[config.mk]
export PLATFORM = sky130hd
export DESIGN_NAME = wb_arbiter_swc
export DESIGN_NICKNAME = d
export VERILOG_FILES = /design/src/rtl/wb_arbiter_swc_pkg.sv /design/src/rtl/wb_arbiter_swc_ld_fifo.sv /design/src/rtl/wb_arbiter_swc.sv
export SDC_FILE = /design/constraint.sdc
export NUM_CORES = 1
export LEC_CHECK = 0
export ABC_AREA = 0
export BUFFER_PORTS_ARGS = -buffer_cell sky130_fd_sc_hd__buf_2
export CAP_MARGIN = 15
export CELL_PAD_IN_SITES_DETAIL_PLACEMENT = 1
export CELL_PAD_IN_SITES_GLOBAL_PLACEMENT = 1
export CORE_ASPECT_RATIO = 0.6
export CORE_MARGIN = 2
export CORE_UTILIZATION = 44
export CTS_BUF_LIST = sky130_fd_sc_hd__clkbuf_4
export DETAILED_ROUTE_END_ITERATION = 10
export PLACE_DENSITY = 0.9
export SETUP_SLACK_MARGIN = 0.2
export SYNTH_ARGS = -nofsm -noshare
export SYNTH_HDL_FRONTEND = slang
export SYNTH_HIERARCHICAL = 1
export SYNTH_SLANG_ARGS = --single-unit
[constraint.sdc]
create_clock -name hclk -period 8.6 [get_ports hclk]
set_clock_uncertainty 0.2 [all_clocks]
set_input_delay 0.43 -clock hclk [delete_from_list [all_inputs] [get_ports hclk]]
set_output_delay 0.43 -clock hclk [all_outputs]
set_load 0.03 [all_outputs]
[src/rtl/wb_arbiter_swc_pkg.sv]
// Shared types and helpers for the writeback arbiter: load-type codes,
// the load tracking entry and the load data extract/extend function.
package swc_wb_pkg;

    localparam int LD_DEPTH_DEF = 2;

    localparam logic [2:0] F3_LB  = 3'b000;
    localparam logic [2:0] F3_LH  = 3'b001;
    localparam logic [2:0] F3_LW  = 3'b010;
    localparam logic [2:0] F3_LBU = 3'b100;
    localparam logic [2:0] F3_LHU = 3'b101;

    typedef struct packed {
        logic [4:0] rd;
        logic [2:0] funct3;
        logic [1:0] offset;
    } ld_entry_t;

    function automatic logic is_subword(input logic [2:0] f3);
        return (f3 == F3_LB) || (f3 == F3_LH) || (f3 == F3_LBU) || (f3 == F3_LHU);
    endfunction

    // Sub-word loads only: result is 32 bits with its sign already in bit 31,
    // so callers can widen it with a signed cast.
    function automatic logic [31:0] ld_extend(input logic [2:0] f3, input logic [1:0] off,
                                              input logic [31:0] w);
        logic [7:0]  b;
        logic [15:0] h;
        logic [31:0] r;
        case (off)
            2'd0:    b = w[7:0];
            2'd1:    b = w[15:8];
            2'd2:    b = w[23:16];
            default: b = w[31:24];
        endcase
        h = off[1] ? w[31:16] : w[15:0];
        case (f3)
            F3_LB:   r = {{24{b[7]}}, b};
            F3_LBU:  r = {24'h0, b};
            F3_LH:   r = {{16{h[15]}}, h};
            F3_LHU:  r = {16'h0, h};
            default: r = w;
        endcase
        return r;
    endfunction

endpackage

[src/rtl/wb_arbiter_swc_ld_fifo.sv]
// In-order tracking FIFO for outstanding loads; push is ignored when full,
// pop is ignored when empty.
module wb_ld_fifo
    import swc_wb_pkg::*;
#(
    parameter int DEPTH = LD_DEPTH_DEF
) (
    input  logic      hclk,
    input  logic      hrstn,
    input  logic      push,
    input  ld_entry_t din,
    input  logic      pop,
    output ld_entry_t dout,
    output logic      full,
    output logic      empty
);

    localparam int AW = (DEPTH > 1) ? $clog2(DEPTH) : 1;
    localparam int CW = $clog2(DEPTH + 1);

    ld_entry_t       mem [DEPTH];
    logic [AW-1:0]   wptr, rptr;
    logic [CW-1:0]   count;
    logic            do_push, do_pop;

    function automatic logic [AW-1:0] inc(input logic [AW-1:0] p);
        return (p == AW'(DEPTH - 1)) ? '0 : p + 1'b1;
    endfunction

    assign full    = (count == CW'(DEPTH));
    assign empty   = (count == '0);
    assign do_push = push & ~full;
    assign do_pop  = pop & ~empty;
    assign dout    = mem[rptr];

    always_ff @(posedge hclk or negedge hrstn) begin
        if (!hrstn) begin
            wptr  <= '0;
            rptr  <= '0;
            count <= '0;
        end else begin
            if (do_push) wptr <= inc(wptr);
            if (do_pop)  rptr <= inc(rptr);
            case ({do_push, do_pop})
                2'b10:   count <= count + 1'b1;
                2'b01:   count <= count - 1'b1;
                default: count <= count;
            endcase
        end
    end

    always_ff @(posedge hclk) begin
        if (do_push) mem[wptr] <= din;
    end

endmodule

[src/rtl/wb_arbiter_swc.sv]
// Writeback arbiter: merges ALU results and in-order load responses onto the
// single regfile write port and tracks destinations of outstanding loads.
module wb_arbiter_swc
    import swc_wb_pkg::*;
#(
    parameter int LD_DEPTH = LD_DEPTH_DEF,
    parameter int XLEN     = 32
) (
    input  logic            hclk,
    input  logic            hrstn,
    input  logic            alu_valid,
    output logic            alu_ready,
    input  logic [4:0]      alu_rd,
    input  logic [XLEN-1:0] alu_data,
    input  logic            ld_req_valid,
    output logic            ld_req_ready,
    input  logic [4:0]      ld_rd,
    input  logic [2:0]      ld_funct3,
    input  logic [1:0]      ld_offset,
    input  logic            mem_rvalid,
    input  logic [XLEN-1:0] mem_rdata,
    output logic [4:0]      reg_waddr,
    output logic [XLEN-1:0] reg_wdata,
    output logic            reg_wen,
    output logic [31:0]     pending_mask,
    output logic            wb_err
);

    ld_entry_t       head, push_entry;
    logic            fifo_full, fifo_empty;
    logic            ld_push, ld_pop, alu_fire;
    logic [XLEN-1:0] ld_data;
    logic [31:0]     pending_nxt;

    assign push_entry   = '{rd: ld_rd, funct3: ld_funct3, offset: ld_offset};
    assign ld_req_ready = ~fifo_full & ~((ld_rd != 5'd0) & pending_mask[ld_rd]);
    assign ld_push      = ld_req_valid & ld_req_ready;
    assign ld_pop       = mem_rvalid & ~fifo_empty;
    // Load responses cannot be stalled, so they always take the port; the
    // pending check keeps an ALU write from being overtaken by an older load.
    assign alu_ready    = ~mem_rvalid & ~((alu_rd != 5'd0) & pending_mask[alu_rd]);
    assign alu_fire     = alu_valid & alu_ready;

    wb_ld_fifo #(.DEPTH(LD_DEPTH)) u_ld_fifo (
        .hclk  (hclk),
        .hrstn (hrstn),
        .push  (ld_push),
        .din   (push_entry),
        .pop   (ld_pop),
        .dout  (head),
        .full  (fifo_full),
        .empty (fifo_empty)
    );

    always_comb begin
        ld_data = mem_rdata;
        if (is_subword(head.funct3))
            ld_data = XLEN'($signed(ld_extend(head.funct3, head.offset, mem_rdata[31:0])));
    end

    always_comb begin
        pending_nxt = pending_mask;
        if (ld_pop && head.rd != 5'd0)   pending_nxt[head.rd] = 1'b0;
        if (ld_push && ld_rd != 5'd0)    pending_nxt[ld_rd]   = 1'b1;
    end

    always_ff @(posedge hclk or negedge hrstn) begin
        if (!hrstn) begin
            reg_wen      <= 1'b0;
            reg_waddr    <= '0;
            reg_wdata    <= '0;
            pending_mask <= '0;
            wb_err       <= 1'b0;
        end else begin
            reg_wen      <= 1'b0;
            pending_mask <= pending_nxt;
            if (ld_pop) begin
                if (head.rd != 5'd0) begin
                    reg_wen   <= 1'b1;
                    reg_waddr <= head.rd;
                    reg_wdata <= ld_data;
                end
            end else if (alu_fire && alu_rd != 5'd0) begin
                reg_wen   <= 1'b1;
                reg_waddr <= alu_rd;
                reg_wdata <= alu_data;
            end
            if (mem_rvalid && fifo_empty) wb_err <= 1'b1;
        end
    end

endmodule

==> impl_results.html <==
<table>
<tr><th>Metric</th><th>Value</th></tr>
<tr><th colspan="2">Status</th></tr>
<tr><td>Outcome</td><td>completed</td></tr>
<tr><th colspan="2">Detailed routing</th></tr>
<tr><td>Sum of routed wire length over all layers</td><td>18.61 mm</td></tr>
<tr><td>Count of unresolved DRC violations after routing</td><td>0</td></tr>
<tr><td>Per-cell routed wire length</td><td>~23 um</td></tr>
<tr><td>Iteration count of the initial detailed-routing pass</td><td>5</td></tr>
<tr><td>Mean number of vias per cell</td><td>6.095</td></tr>
<tr><td>Via count of the routed design</td><td>4931</td></tr>
<tr><td>Antenna violation net count after detailed routing</td><td>0</td></tr>
<tr><td>Initial detailed-routing violation count</td><td>468</td></tr>
<tr><th colspan="2">Place</th></tr>
<tr><td>Routability congestion estimate from global placement</td><td>roughly 1</td></tr>
<tr><td>Estimated wirelength of the detail-placed design</td><td>13.74 mm</td></tr>
<tr><td>Count of input and output buffers</td><td>156</td></tr>
<tr><td>Worst-case setup slack after placement</td><td>around 5000 ps</td></tr>
<tr><th colspan="2">Synthesis</th></tr>
<tr><td>Share of synthesized registers carrying an async set or reset</td><td>78.95%</td></tr>
<tr><td>Count of unique library cells instantiated by Yosys</td><td>48</td></tr>
<tr><td>Flop and latch count out of synthesis</td><td>95</td></tr>
<tr><td>Synthesized netlist net count</td><td>slightly below 600</td></tr>
<tr><td>Instance count of the mapped netlist</td><td>498</td></tr>
<tr><td>Sequential cell area fraction in the yosys report</td><td>46.18%</td></tr>
<tr><td>Flip-flop cell with the highest count after synthesis</td><td>dfrtp_1</td></tr>
<tr><td>Number of warnings issued by yosys</td><td>6</td></tr>
<tr><td>Total standard cell area after synthesis</td><td>approximately 0.0054 sq mm</td></tr>
<tr><td>Number of enable flip-flop cells after synthesis</td><td>20</td></tr>
<tr><td>Synthesized area per cell</td><td>10.77 sq um</td></tr>
<tr><th colspan="2">STA</th></tr>
<tr><td>Max Clk Rate</td><td>0.2842 GHz</td></tr>
<tr><td>Final Cycle Share</td><td>40.92%</td></tr>
<tr><td>Tightest Pin Transition</td><td>1061 ps</td></tr>
<tr><td>Final Hold Violating Endpoints</td><td>0</td></tr>
<tr><td>Min Tclk post-route</td><td>approximately 3500 ps</td></tr>
<tr><td>Max Transition Viols Final</td><td>0</td></tr>
<tr><td>Worst Setup Slack, final</td><td>5081 ps</td></tr>
<tr><td>RSZ-0062 raised after global routing</td><td>false</td></tr>
<tr><td>Max-slew headroom at the worst pin</td><td>28.74%</td></tr>
<tr><td>Total negative setup slack</td><td>0 ps</td></tr>
<tr><td>Number of endpoints failing setup at the final stage</td><td>0</td></tr>
<tr><th colspan="2">Floorplan</th></tr>
<tr><td>Standard-cell rows</td><td>31</td></tr>
<tr><td>Core region area</td><td>0.01199 sq mm</td></tr>
<tr><td>Die extent in x</td><td>146.6 um</td></tr>
<tr><td>Top-Level Pins</td><td>157</td></tr>
<tr><td>Die Height</td><td>between 80 and 90 um</td></tr>
<tr><td>Initial Util</td><td>44.76%</td></tr>
<tr><td>Total Die Area</td><td>0.01312 sq mm</td></tr>
<tr><th colspan="2">Critical path</th></tr>
<tr><td>Critical path endpoint category</td><td>register</td></tr>
<tr><td>Category of the worst setup path launch point</td><td>register</td></tr>
<tr><td>Critical path class</td><td>register to register</td></tr>
<tr><td>Largest fanout on the critical path</td><td>12</td></tr>
<tr><td>Critical Path AT</td><td>~3700 ps</td></tr>
<tr><td>Required time of the critical path</td><td>8750 ps</td></tr>
<tr><th colspan="2">CTS</th></tr>
<tr><td>CTS Buffer Depth</td><td>2</td></tr>
<tr><td>CTS buffer count</td><td>9</td></tr>
<tr><td>Clock root cell</td><td>clkbuf_4</td></tr>
<tr><td>Maximum level of the CTS H-tree</td><td>3</td></tr>
<tr><td>Clock sink count</td><td>95</td></tr>
<tr><td>Clock tree from TritonCTS</td><td>built</td></tr>
<tr><td>Clock transition at the registers of the reported paths</td><td>150 ps</td></tr>
<tr><td>Resized Gates After CTS</td><td>0</td></tr>
<tr><td>Clock Latency Late Sink</td><td>~470 ps</td></tr>
<tr><th colspan="2">Finish</th></tr>
<tr><td>Share of cells above drive strength 1</td><td>39.44%</td></tr>
<tr><td>P&amp;R area growth vs syn</td><td>19.26%</td></tr>
<tr><td>Net total in the final layout</td><td>~720</td></tr>
<tr><td>Ant. Diodes</td><td>0</td></tr>
<tr><th colspan="2">Global route</th></tr>
<tr><td>Wire length of the first global-routing pass</td><td>27.88 mm</td></tr>
<tr><td>Largest net degree at the start of global routing</td><td>76</td></tr>
<tr><td>Antenna violations before repair</td><td>0</td></tr>
<tr><td>Total routing usage reported by global routing</td><td>about 28%</td></tr>
<tr><td>Number of global-route vias before repair</td><td>a little under 5k</td></tr>
<tr><td>GR Overflow Total</td><td>0</td></tr>
<tr><th colspan="2">Power and ir drop</th></tr>
<tr><td>Worst voltage drop across the vdd grid</td><td>219.5 uV</td></tr>
<tr><td>Reported leakage power</td><td>2.772 nW</td></tr>
<tr><td>Ratio of total power to cell area</td><td>377.0 mW/mm^2</td></tr>
<tr><th colspan="2">Hold path</th></tr>
<tr><td>Worst Hold Class</td><td>primary input to register</td></tr>
<tr><th colspan="2">Run</th></tr>
<tr><td>Number of max-cap violations</td><td>0</td></tr>
</table>
stage by stage:
step	area, sq um	hold WS, ps	total power, mW	std cells	util (%)
after floorplan	5365	-65.59	1.742	498	-
after global placement	6220	225.7	2.104	787	51.89
after detailed placement	6220	221.7	2.168	787	51.89
after CTS	6399	26.28	2.399	809	53.39
after global routing	6399	9.760	2.537	809	53.39
final	6399	49.18	2.413	809	53.39
cell usage after synthesis, drive strengths merged (5+ instances only):
cell type / instances / share of area (%)
nand3b: 17 / 2.4
dfrtp: 75 / 35
o22ai: 8 / 0.93
buf: 13 / 1.8
o21ai: 95 / 8.9
o22a: 7 / 1.1
nor2: 14 / 0.98
inv: 6 / 0.42
nor3: 6 / 0.56
nand2: 39 / 2.7
edfxtp: 20 / 11
clkbuf: 23 / 1.6
o211ai: 17 / 2.4
a21oi: 28 / 2.6
mux4: 13 / 5.5
mux2: 61 / 14
nand3: 5 / 0.47
nand2b: 10 / 1.2
repair_timing:
action	4_1_cts	5_1_grt
hold buffers	6	0
buffers inserted	0	0
hold endpoints to repair	85	0
final timing paths:
check	from	endpoint	slack (ps)	depth (start not counted)
worst max register to register	u_ld_fifo/rptr	reg_wdata[12]	5080	7
worst max-delay path	u_ld_fifo/rptr	reg_wdata[12]	5080	7
worst min register to register	pending_mask[0]	pending_mask[0]	260	0
min in group asynchronous	hrstn	reg_wdata[2]	460	2
max in group asynchronous	hrstn	reg_wdata[8]	7110	2
worst min-delay path	mem_rvalid	wb_err	50	2
sequential cells by signal, summed over array words and instances, names as in the netlist:
signal	flops
pending_mask	32
reg_waddr	5
reg_wdata	32
reg_wen	1
u_ld_fifo/count	2
u_ld_fifo/mem	20
u_ld_fifo/rptr	1
u_ld_fifo/wptr	1
wb_err	1
where the power goes:
| group | switching (mW) | internal [mW] | leakage, nW |
|---|---|---|---|
| registers | 0.169 | 0.652 | 1.10 |
| logic | 0.865 | 0.500 | 1.61 |
| clock network | 0.164 | 0.0640 | 0.0633 |
critical path: stages, from the launching register on:
cell,delay [ps]
dfrtp_1,650
mux2_2,470
mux4_2,550
nand2b_1,140
nor2_1,70
nor3_1,810
a21oi_1,190
mux2_2,320
layout by cell type, fill, tap and decap left out, drive strengths merged, types with 3 or more instances in the layout:
| cell type | netlist | layout |
|---|---|---|
| nor3b | 4 | 4 |
| nor2 | 14 | 14 |
| inv | 6 | 8 |
| mux2i | 3 | 3 |
| nand3b | 17 | 17 |
| xnor2 | 3 | 3 |
| nand2 | 39 | 39 |
| buf | 13 | 160 |
| clkinv | 1 | 3 |
| o22ai | 8 | 8 |
| dfrtp | 75 | 75 |
| clkbuf | 23 | 10 |
| mux4 | 13 | 13 |
| o211ai | 17 | 17 |
| or3b | 4 | 4 |
| o21ai | 95 | 95 |
| o22a | 7 | 7 |
| and3 | 3 | 3 |
| dlygate4sd3 | 0 | 6 |
| nand3 | 5 | 5 |
| a21oi | 28 | 28 |
| edfxtp | 20 | 20 |
| nand2b | 10 | 10 |
| nor3 | 6 | 6 |
| mux2 | 61 | 61 |
cell type report:
type	count	area, sq um
fillers	1368	5587
clock buffers	10	75.07
flip-flops and latches	95	2477
multi-input cells	360	2696
well taps	165	206.4
clock inverters	6	43.79
inverters	7	26.28
repair buffers	166	873.3
layer usage:
layer	global-route usage [%]	wire length [um]	vias up
met3	9.031	1827	31
met2	42.41	8280	274
met4	6.267	308	0
met5	0	0	-
li1	-	-	2145
met1	40.01	8197	2481
cell families after synthesis:
kind of cell / Yosys count / synth area share, %
flops: 95 / 46.18
compound gates: 165 / 17.49
xor+xnor: 5 / 0.8164
buf+inv: 43 / 3.894
simple gates: 112 / 11.17
fa+ha+maj: 1 / 0.2332
mux: 77 / 20.22
No activity file was read; power rests on OpenSTA's default activity.
